==> src/rtl/rs_alu_sched_pkg.sv <==
// rs_alu_sched_pkg: shared constants for the ALU reservation-station scheduler.
//   ALU_ENT_NUM : number of ALU RS entries (power of two, >= 2)
//   ALU_ENT_SEL : log2(ALU_ENT_NUM), width of an entry index
package rs_alu_sched_pkg;

  localparam int unsigned ALU_ENT_NUM = 8;
  localparam int unsigned ALU_ENT_SEL = 3;

endpackage

==> src/rtl/rs_alu_sched_prio_enc_2.sv <==
// prio_enc_2: returns the lowest and second-lowest set bits of a vector.
//   vec    : input vector to search
//   idx0   : index of the lowest set bit ('0 when none)
//   valid0 : at least one bit set
//   idx1   : index of the second-lowest set bit ('0 when fewer than two)
//   valid1 : at least two bits set
module prio_enc_2 import rs_alu_sched_pkg::*; #(
  parameter int unsigned W   = ALU_ENT_NUM,
  parameter int unsigned SEL = ALU_ENT_SEL
) (
  input  logic [W-1:0]   vec,
  output logic [SEL-1:0] idx0,
  output logic           valid0,
  output logic [SEL-1:0] idx1,
  output logic           valid1
);

  always_comb begin
    idx0   = '0;
    idx1   = '0;
    valid0 = 1'b0;
    valid1 = 1'b0;
    for (int unsigned i = 0; i < W; i++) begin
      if (vec[i]) begin
        if (!valid0) begin
          idx0   = SEL'(i);
          valid0 = 1'b1;
        end else if (!valid1) begin
          idx1   = SEL'(i);
          valid1 = 1'b1;
        end
      end
    end
  end

endmodule

==> src/rtl/rs_alu_sched.sv <==
// rs_alu_sched: allocation and oldest-first issue scheduler for the ALU RS.
//   clk, reset     : clock, synchronous active-high reset
//   dp_req_i       : dispatch requests {slot1, slot0}; slot1 only with slot0
//   dp_ready_o     : at least two entries free
//   alloc_we_o     : per-entry write enables for this cycle's allocation
//   alloc_idx0_o   : entry chosen for slot 0 (valid even when not writing)
//   alloc_idx1_o   : entry chosen for slot 1 (valid even when not writing)
//   entry_ready_i  : per-entry operands-valid flags
//   issue_valid_o  : an entry is selected for issue
//   issue_idx_o    : oldest ready busy entry
//   issue_stall_i  : ALU cannot accept an issue this cycle
//   kill_i         : flush; empties the station at the edge
//   busy_o         : registered occupancy
//   free_cnt_o     : number of free entries
module rs_alu_sched import rs_alu_sched_pkg::*; #(
  parameter int unsigned ENT_NUM = ALU_ENT_NUM,
  parameter int unsigned ENT_SEL = ALU_ENT_SEL
) (
  input  logic               clk,
  input  logic               reset,
  input  logic [1:0]         dp_req_i,
  output logic               dp_ready_o,
  output logic [ENT_NUM-1:0] alloc_we_o,
  output logic [ENT_SEL-1:0] alloc_idx0_o,
  output logic [ENT_SEL-1:0] alloc_idx1_o,
  input  logic [ENT_NUM-1:0] entry_ready_i,
  output logic               issue_valid_o,
  output logic [ENT_SEL-1:0] issue_idx_o,
  input  logic               issue_stall_i,
  input  logic               kill_i,
  output logic [ENT_NUM-1:0] busy_o,
  output logic [ENT_SEL:0]   free_cnt_o
);

  logic [ENT_NUM-1:0] busy_q;
  logic [ENT_NUM-1:0] busy_d;
  // older_q[i][j] = 1 : entry i is older than entry j (busy entries only)
  logic [ENT_NUM-1:0] older_q [ENT_NUM];
  logic [ENT_NUM-1:0] older_d [ENT_NUM];

  logic [ENT_NUM-1:0] free_vec;
  logic               free_v0;
  logic               free_v1;
  logic               alloc_fire;
  logic               alloc0;
  logic               alloc1;
  logic [ENT_NUM-1:0] cand;
  logic               blocked;
  logic               issue_accept;

  assign busy_o   = busy_q;
  assign free_vec = ~busy_q;

  prio_enc_2 #(
    .W   (ENT_NUM),
    .SEL (ENT_SEL)
  ) u_free_enc (
    .vec    (free_vec),
    .idx0   (alloc_idx0_o),
    .valid0 (free_v0),
    .idx1   (alloc_idx1_o),
    .valid1 (free_v1)
  );

  always_comb begin
    free_cnt_o = '0;
    for (int unsigned i = 0; i < ENT_NUM; i++) begin
      free_cnt_o = free_cnt_o + (ENT_SEL+1)'(free_vec[i]);
    end
  end

  // Readiness asks for two free entries regardless of how many are requested.
  assign dp_ready_o = (free_cnt_o >= (ENT_SEL+1)'(2));
  assign alloc_fire = dp_req_i[0] & dp_ready_o & ~kill_i;
  assign alloc0     = alloc_fire & free_v0;
  assign alloc1     = alloc_fire & dp_req_i[1] & free_v1;

  always_comb begin
    alloc_we_o = '0;
    if (alloc0) alloc_we_o[alloc_idx0_o] = 1'b1;
    if (alloc1) alloc_we_o[alloc_idx1_o] = 1'b1;
  end

  // Oldest-first select: a candidate wins when no other candidate is older.
  assign cand = busy_q & entry_ready_i;

  always_comb begin
    issue_idx_o = '0;
    blocked     = 1'b0;
    for (int unsigned i = 0; i < ENT_NUM; i++) begin
      blocked = 1'b0;
      for (int unsigned j = 0; j < ENT_NUM; j++) begin
        if (j != i && cand[j] && older_q[j][i]) blocked = 1'b1;
      end
      if (cand[i] && !blocked) issue_idx_o = ENT_SEL'(i);
    end
  end

  assign issue_valid_o = (|cand) & ~kill_i;
  assign issue_accept  = issue_valid_o & ~issue_stall_i;

  // Allocation only targets free entries and issue only busy ones, so the
  // clear and the set never touch the same bit.
  always_comb begin
    busy_d = busy_q;
    if (issue_accept) busy_d[issue_idx_o] = 1'b0;
    busy_d = busy_d | alloc_we_o;
  end

  // New entries become younger than everything: set the column, then clear
  // the row (which also clears the diagonal). Applying slot 0 before slot 1
  // leaves slot 0 older than slot 1.
  always_comb begin
    older_d = older_q;
    if (alloc0) begin
      for (int unsigned j = 0; j < ENT_NUM; j++) older_d[j][alloc_idx0_o] = 1'b1;
      older_d[alloc_idx0_o] = '0;
    end
    if (alloc1) begin
      for (int unsigned j = 0; j < ENT_NUM; j++) older_d[j][alloc_idx1_o] = 1'b1;
      older_d[alloc_idx1_o] = '0;
    end
  end

  always_ff @(posedge clk) begin
    if (reset) begin
      busy_q <= '0;
      for (int unsigned i = 0; i < ENT_NUM; i++) older_q[i] <= '0;
    end else begin
      if (kill_i) begin
        busy_q <= '0;
      end else begin
        busy_q <= busy_d;
      end
      for (int unsigned i = 0; i < ENT_NUM; i++) older_q[i] <= older_d[i];
    end
  end

endmodule

==> config.mk <==
export PLATFORM = sky130hd
export DESIGN_NAME = rs_alu_sched
export DESIGN_NICKNAME = d
export VERILOG_FILES = /design/src/rtl/rs_alu_sched_pkg.sv /design/src/rtl/rs_alu_sched_prio_enc_2.sv /design/src/rtl/rs_alu_sched.sv
export SDC_FILE = /design/constraint.sdc
export NUM_CORES = 1
export LEC_CHECK = 0
export ABC_AREA = 1
export CORE_MARGIN = 2
export CORE_UTILIZATION = 50
export CTS_CLUSTER_SIZE = 24
export DETAILED_ROUTE_END_ITERATION = 16
export PLACE_DENSITY_LB_ADDON = 0.15
export SLEW_MARGIN = 20
export SYNTH_ARGS = -nofsm -noshare
export SYNTH_HDL_FRONTEND = slang
export SYNTH_HIERARCHICAL = 1
export SYNTH_SLANG_ARGS = --single-unit
==> constraint.sdc <==
create_clock -name clk -period 8.1 [get_ports clk]
set_input_delay 1.215 -clock clk [delete_from_list [all_inputs] [get_ports clk]]
set_output_delay 1.215 -clock clk [all_outputs]
set_load 0.01 [all_outputs]
---- Word-level counts from Yosys, hierarchy flattened ----
Cells that the tools add are included.
word-level totals
  bits of input ports ..................... 14
  memories ................................ 0
  bits in read-only memories .............. 0
  logic and storage cells ................. 261
  output and inout bits ................... 31
  latch bits .............................. 0
  RAM bits ................................ 0
  bits in registers ....................... 72
operators by class
  magnitude comparators ................... 11
  multipliers ............................. 0
  shifts and indexed selects .............. 0
  reduce and logical (&&, ||, !) cells .... 70
  equal/unequal tests ..................... 0
  divide/modulo/power cells ............... 0
  bitwise logic cells ..................... 37
  multiplexer cells ....................... 127
  add/subtract/negate cells ............... 7
operators with widths
  cell                                                                                  count
  8-bit OR                                                                              18
  64-bit bitwise AND                                                                    2
  64-bit 2-to-1 mux                                                                     2
  64-bit inverter                                                                       2
  3-bit 2-to-1 mux                                                                      36
  1-bit 2-to-1 mux                                                                      77
  1-bit logical AND                                                                     61
  8-bit demux with 3-bit select                                                         2
  8-bit 2-to-1 mux                                                                      5
  4-bit by 1-bit adder with 4-bit output                                                4
  8-bit bitwise AND                                                                     2
  8-bit inverter                                                                        2
  3-bit by 4-bit less-than comparator with 1-bit output (second input constant)         3
  1-bit demux with 3-bit select                                                         3
  3-bit by 1-bit greater-or-equal comparator with 1-bit output (second input constant)  3
  4-bit greater-or-equal comparator (second input constant)                             2
  4-bit by 1-bit less-than comparator with 1-bit output (second input constant)         2
  3-bit inverter with 4-bit output                                                      2
  8-bit OR reduction                                                                    1
  1-bit bitwise AND                                                                     7
  1-bit zero test                                                                       7
  3-bit by 1-bit adder with 4-bit output                                                1
  4-bit by 2-bit greater-or-equal comparator with 1-bit output (second input constant)  1
  2-bit 2-to-1 mux                                                                      2
  other kinds (4)                                                                       5

---- Logic depth before layout (Yosys ltp) ----
  depth in word-level cells ............... 30
  depth in mapped cells ................... 21
  depth with buffers taken out ............ 19

---- By module ----
The synthesis kept the hierarchy.
by module, submodules not included
  module        instances  sequential area each (sq um)  cells an instance  area an instance (sq um)
  rs_alu_sched  1          1,141.1                       483                3,231.8
  prio_enc_2    1          0.0                           78                 432.9

---- Least setup slack after synthesis ----
Ideal clock, no wire load.
  path type ............................... flip-flop to output port
  start point ............................. reg busy_q[0], in the netlist busy_o[0]
  end point ............................... out alloc_we_o[7]
  cell stages (with the launch flop) ...... 18
  path slack .............................. 3,081 ps
  data arrival time ....................... 3,804 ps
  cells stage by stage .................... dfxtp_1 > clkbuf_1 > inv_1 > fa_1 > fa_1 > fa_1 > ha_1 > inv_1 > fa_1 > xnor2_2 > nor2_2 > nand2_4 > nand3b_4 > inv_2 > nand3_2 > inv_2 > nand2_2 > nand2_4
between the ends
  elaborated cells between the ends (all ways) .. 83
RTL lines
  what                                                              line                 RTL
  from (decl)                                                       rs_alu_sched.sv:35   logic [ENT_NUM-1:0] busy_q;
  from (signal assigned)                                            rs_alu_sched.sv:133  busy_q <= busy_d;
  8-bit inverter (*)                                                rs_alu_sched.sv:52   assign free_vec = ~busy_q;
  net free_vec[0]                                                   rs_alu_sched.sv:41   logic [ENT_NUM-1:0] free_vec;
  1-bit by 1-bit adder with 2-bit output (*)                        rs_alu_sched.sv:68   free_cnt_o = free_cnt_o + (ENT_SEL+1)'(free_vec[i]);
  2-bit by 1-bit adder with 3-bit output (*)                        rs_alu_sched.sv:68
  3-bit by 1-bit adder with 4-bit output (*)                        rs_alu_sched.sv:68
  4-bit by 1-bit adder with 4-bit output (*) (4 in a row)           rs_alu_sched.sv:68
  net free_cnt_o[2]                                                 rs_alu_sched.sv:32   output logic [ENT_SEL:0] free_cnt_o
  4-bit by 2-bit greater-or-equal comparator with 1-bit output (*)  rs_alu_sched.sv:73   assign dp_ready_o = (free_cnt_o >= (ENT_SEL+1)'(2));
  net dp_ready_o                                                    rs_alu_sched.sv:22   output logic dp_ready_o,
  1-bit bitwise AND (*) (2 in a row)                                rs_alu_sched.sv:74   assign alloc_fire = dp_req_i[0] & dp_ready_o & ~kill_i;
  1-bit bitwise AND                                                 rs_alu_sched.sv:75   assign alloc0 = alloc_fire & free_v0;
  8-bit 2-to-1 mux                                                  rs_alu_sched.sv:80   if (alloc0) alloc_we_o[alloc_idx0_o] = 1'b1;
  8-bit OR (no source line)                                         n/a
  8-bit 2-to-1 mux (*)                                              rs_alu_sched.sv:81   if (alloc1) alloc_we_o[alloc_idx1_o] = 1'b1;
  to (decl)                                                         rs_alu_sched.sv:23   output logic [ENT_NUM-1:0] alloc_we_o,
The timed path passes the listed nets; every way through them passes the cells marked *.

---- Worst setup path after layout ----
  start point ............................. reg busy_q[3], in the netlist busy_o[3]
  end point ............................... out alloc_we_o[5]
between the ends
  cells in the longest elaborated chain, start to end .. 20
  elaborated cells between the ends (all ways) .. 61
RTL lines
  what                                                                                             line
  8-bit inverter (*)                                                                               rs_alu_sched.sv:52
  net free_vec[3]                                                                                  rs_alu_sched.sv:41
  parallel branches: the longest is 18 deep, another holds 3-bit by 1-bit adder with 4-bit output  n/a
  8-bit 2-to-1 mux (*)                                                                             rs_alu_sched.sv:81
Mark *: on every way through the listed nets, which the timed path passes.

==> results.py <==
metrics = {
    "outcome": {
        "status": "completed",
    },
    "logic_synthesis": {
        "synth.distinct_cells": 38,
        "syn-num-nets": 587,
        "syn_inst": 561,
        "synthesis.area_sq_mm": 0.003665,
        "yosys.area.top_type_share_pct": 31.14,
        "synth_top_cell_by_area": "dfxtp_1",
        "ys_seq_area_share_pct": 31.14,
        "yosys_warnings": 6,
        "synth_area_leaders": "dfxtp_1 (31%), nand2_1 (15%), nand3_1 (8.3%), inv_1 (7.0%), nor2_1 (6.2%)",
        "syn_area_per_cell_sq_um": 6.533,
        "ys_ff_latch": 57,
    },
    "critical_path": {
        "critPathLaunchType": "flip-flop",
        "path_class": "flip-flop to primary output",
        "crit_top_cell": "fa_1",
        "arrival_ns": 4.86,
        "endpoint_kind": "primary output",
        "required_ns": 6.88,
        "worstSetupEndpoint": "alloc_we_o[5]",
        "r2r_cells": 16,
        "r2r_setup_slack_ns": 3.79,
        "crit_slowest_cell": "fa_1",
        "critPathMaxFanout": 10,
        "slowest_delay_ns": 0.55,
        "startpoint": "busy_o[3]$_SDFF_PP0_",
        "r2r-start": "busy_o[3]$_SDFF_PP0_",
        "r2r-end": "busy_o[5]$_SDFF_PP0_",
        "cp_cell_sequence": "inv_1 > fa_1 > fa_1 > fa_1 > ha_1 > inv_1 > fa_1 > xnor2_2 > nor2_2 > nand2_4 > nand3_4 > nor3_2 > inv_2 > nand2_2 > clkdlybuf4s50_1",
    },
    "grt": {
        "grt_overflow": 0,
        "grt_pass1_vias": 3592,
        "track_usage_pct": 30.91,
        "grt_max_degree": 12,
        "grt_first_pass_wirelength_mm": 18.12,
        "antenna_found_initial": 0,
    },
    "finish": {
        "final_nets": 634,
        "fillers": 686,
        "multi_input_area_sq_mm": 0.002166,
        "regArea_sq_mm": 0.001141,
        "fin_cells": 711,
        "drive_above_1_share_pct": 13.89,
        "finish.instance_area_sq_mm": 0.004410,
        "antennaDiodeCount": 0,
        "synthToLayoutAreaGrowth_pct": 20.35,
    },
    "sta": {
        "slew_headroom_pct": 26.57,
        "whs_ns": 0.4737,
        "finalCritPeriodShare_pct": 74.98,
        "clock.fmax_mhz": 164.6,
        "period_needed_ns": 6.074,
        "setup_viol": 0,
        "worst_slew_pin_slew_ns": 1.101,
        "slew_viol_final": 0,
        "grt_setup_unrepaired": "false",
        "finalClockSkew_ns": 0.005390,
        "final_hold_viol_count": 0,
        "finalSetupTns_ns": 0,
    },
    "floorplanning": {
        "initial_core_util_pct": 51.07,
        "die_area_sq_mm": 0.008030,
        "io_pins": 45,
        "die_h_microns": 89.61,
        "row_count": 31,
        "core-area_sq_mm": 0.007176,
        "fp.dieW_microns": 89.61,
    },
    "power_and_ir_drop": {
        "powerDensity_mw_per_mm2": 143.6,
        "ir_worst_vdd_v": 0.0001461,
        "total_power_w": 0.0006335,
        "p_leak_nw": 2.029,
    },
    "routing": {
        "drtIter0Drc": 338,
        "wirelength_mm": 11.50,
        "drt-pass1-iter-count": 5,
        "wl_per_cell_microns": 16.18,
        "drc": 0,
        "vias": 3831,
        "ant_nets": 0,
        "via_per_inst": 5.388,
    },
    "hold_path": {
        "hp-class": "flip-flop to flip-flop",
    },
    "flow_run": {
        "maxCapViolations": 0,
    },
    "cts": {
        "h-tree-depth": 3,
        "ctsRootBufferMaster": "clkbuf_8",
        "cts.clk_slew.worst_paths_ns": 0.06,
        "post_cts_resized": 0,
        "cts_tree": "done",
        "clock_sinks": 57,
        "clk_latency_ns": 0.34,
        "clockBufferDepth": 2,
        "hold_buffers": 0,
        "postCtsSetupBuffers": 0,
        "cts_buffers": 9,
    },
    "placed_design": {
        "placed_area_sq_mm": 0.004197,
        "place_congestion": 1.008,
        "dp_hpwl_mm": 9.165,
        "portBuffers": 44,
        "place_inst": 696,
    },
}
report_power, final:
part | switching (W) | internal (W) | total (W)
clock | 0.000112 | 0.000173 | 0.000285
sequential | 0.00000292 | 0.000284 | 0.000287
combinational | 0.0000376 | 0.0000241 | 0.0000618
critical path: cells and delay by family (launching register included):
kind          cells  cell delay (ns)
fa+ha+maj         5             2.03
buf+inv           4             0.95
simple gates      5             0.77
flops             1             0.53
xor+xnor          1             0.20
cells by family (layout without fill, tap and decap cells):
kind of cell / Yosys count / after routing / synth area share (%)
AOI/OAI and AO/OA: 75 / 75 / 11.68
buffers and inverters: 93 / 144 / 9.867
xor gates and xnor gates: 1 / 1 / 0.4440
adders and majority gates: 12 / 12 / 4.917
DFF: 57 / 57 / 31.14
and+or+nand+nor: 323 / 323 / 41.96
metrics by stage:
stage                     util (%)  setup WS [ns]
after floorplan                  -          3.081
after global placement       58.43          2.516
after detailed placement     58.48          2.422
after CTS                    61.46          2.036
after global routing         61.46          1.792
final                        61.46          2.026
flip-flops by register name (all words and copies together) (netlist names):
| name | flops |
|---|---|
| busy_o | 8 |
| older_q | 49 |
how the worst min path moves through the flow:
| stage | startpoint | endpoint | slack, ns | cells past startpoint |
|---|---|---|---|---|
| global placement | older_q[50]$_SDFF_PP0_ | older_q[50]$_SDFF_PP0_ | 0.46 | 2 |
| detailed placement | older_q[38]$_SDFF_PP0_ | older_q[38]$_SDFF_PP0_ | 0.46 | 2 |
| global route | older_q[50]$_SDFF_PP0_ | older_q[50]$_SDFF_PP0_ | 0.49 | 2 |
| floorplan | older_q[39]$_SDFF_PP0_ | older_q[39]$_SDFF_PP0_ | 0.44 | 2 |
| CTS | older_q[38]$_SDFF_PP0_ | older_q[38]$_SDFF_PP0_ | 0.47 | 2 |
| finish | older_q[38]$_SDFF_PP0_ | older_q[38]$_SDFF_PP0_ | 0.47 | 2 |
area by class of cell:
class                           instances  area share [%]
Timing Repair Buffer                   45           10.16
Clock inverter                          2          0.7943
Inverter                               84           7.206
Clock buffer                           13           4.057
Tap cell                               99           2.809
Multi-Input combinational cell        411           49.11
Sequential cell                        57           25.87
layout by cell type, fill, tap and decap left out, types with 2 or more instances in the layout:
cell,netlist,final
nand2_1,149,149
inv_1,68,68
nand3_1,61,61
nor2_1,61,61
dfxtp_1,57,57
clkdlybuf4s50_1,0,44
a21oi_1,36,36
nand2_2,19,19
o21ai_0,18,18
inv_2,14,14
clkbuf_8,0,13
a21oi_2,9,9
ha_1,8,8
nor3_2,6,6
nor3_1,6,6
nand2_4,4,4
o21ai_1,4,4
fa_1,4,4
nor2_2,3,3
nand3_2,3,3
a31oi_1,3,3
nor2_4,3,3
nand4_4,2,2
nand3b_1,2,2
routing by layer:
metal  up-vias  track usage (%)  routed length [microns]
li1       1876                -                        -
met1      1743            40.42                     4834
met2       176            49.26                     5375
met3        36            6.764                      905
met4         0            13.16                      386
met5         -                0                        0
cell usage after synthesis (all sizes together):
| cell | instances |
|---|---|
| o21ai | 23 |
| nand3 | 65 |
| dfxtp | 57 |
| clkbuf | 4 |
| ha | 8 |
| or2 | 1 |
| a21boi | 1 |
| o21bai | 1 |
| a21oi | 45 |
| nor2 | 67 |
| buf | 5 |
| inv | 83 |
| o211ai | 1 |
| clkinv | 1 |
| nand4 | 3 |
| xnor2 | 1 |
| nand3b | 3 |
| a31oi | 3 |
| nor3 | 12 |
| fa | 4 |
| nand2 | 172 |
| o221ai | 1 |
Note: power is estimated with default switching activity, not from simulation.
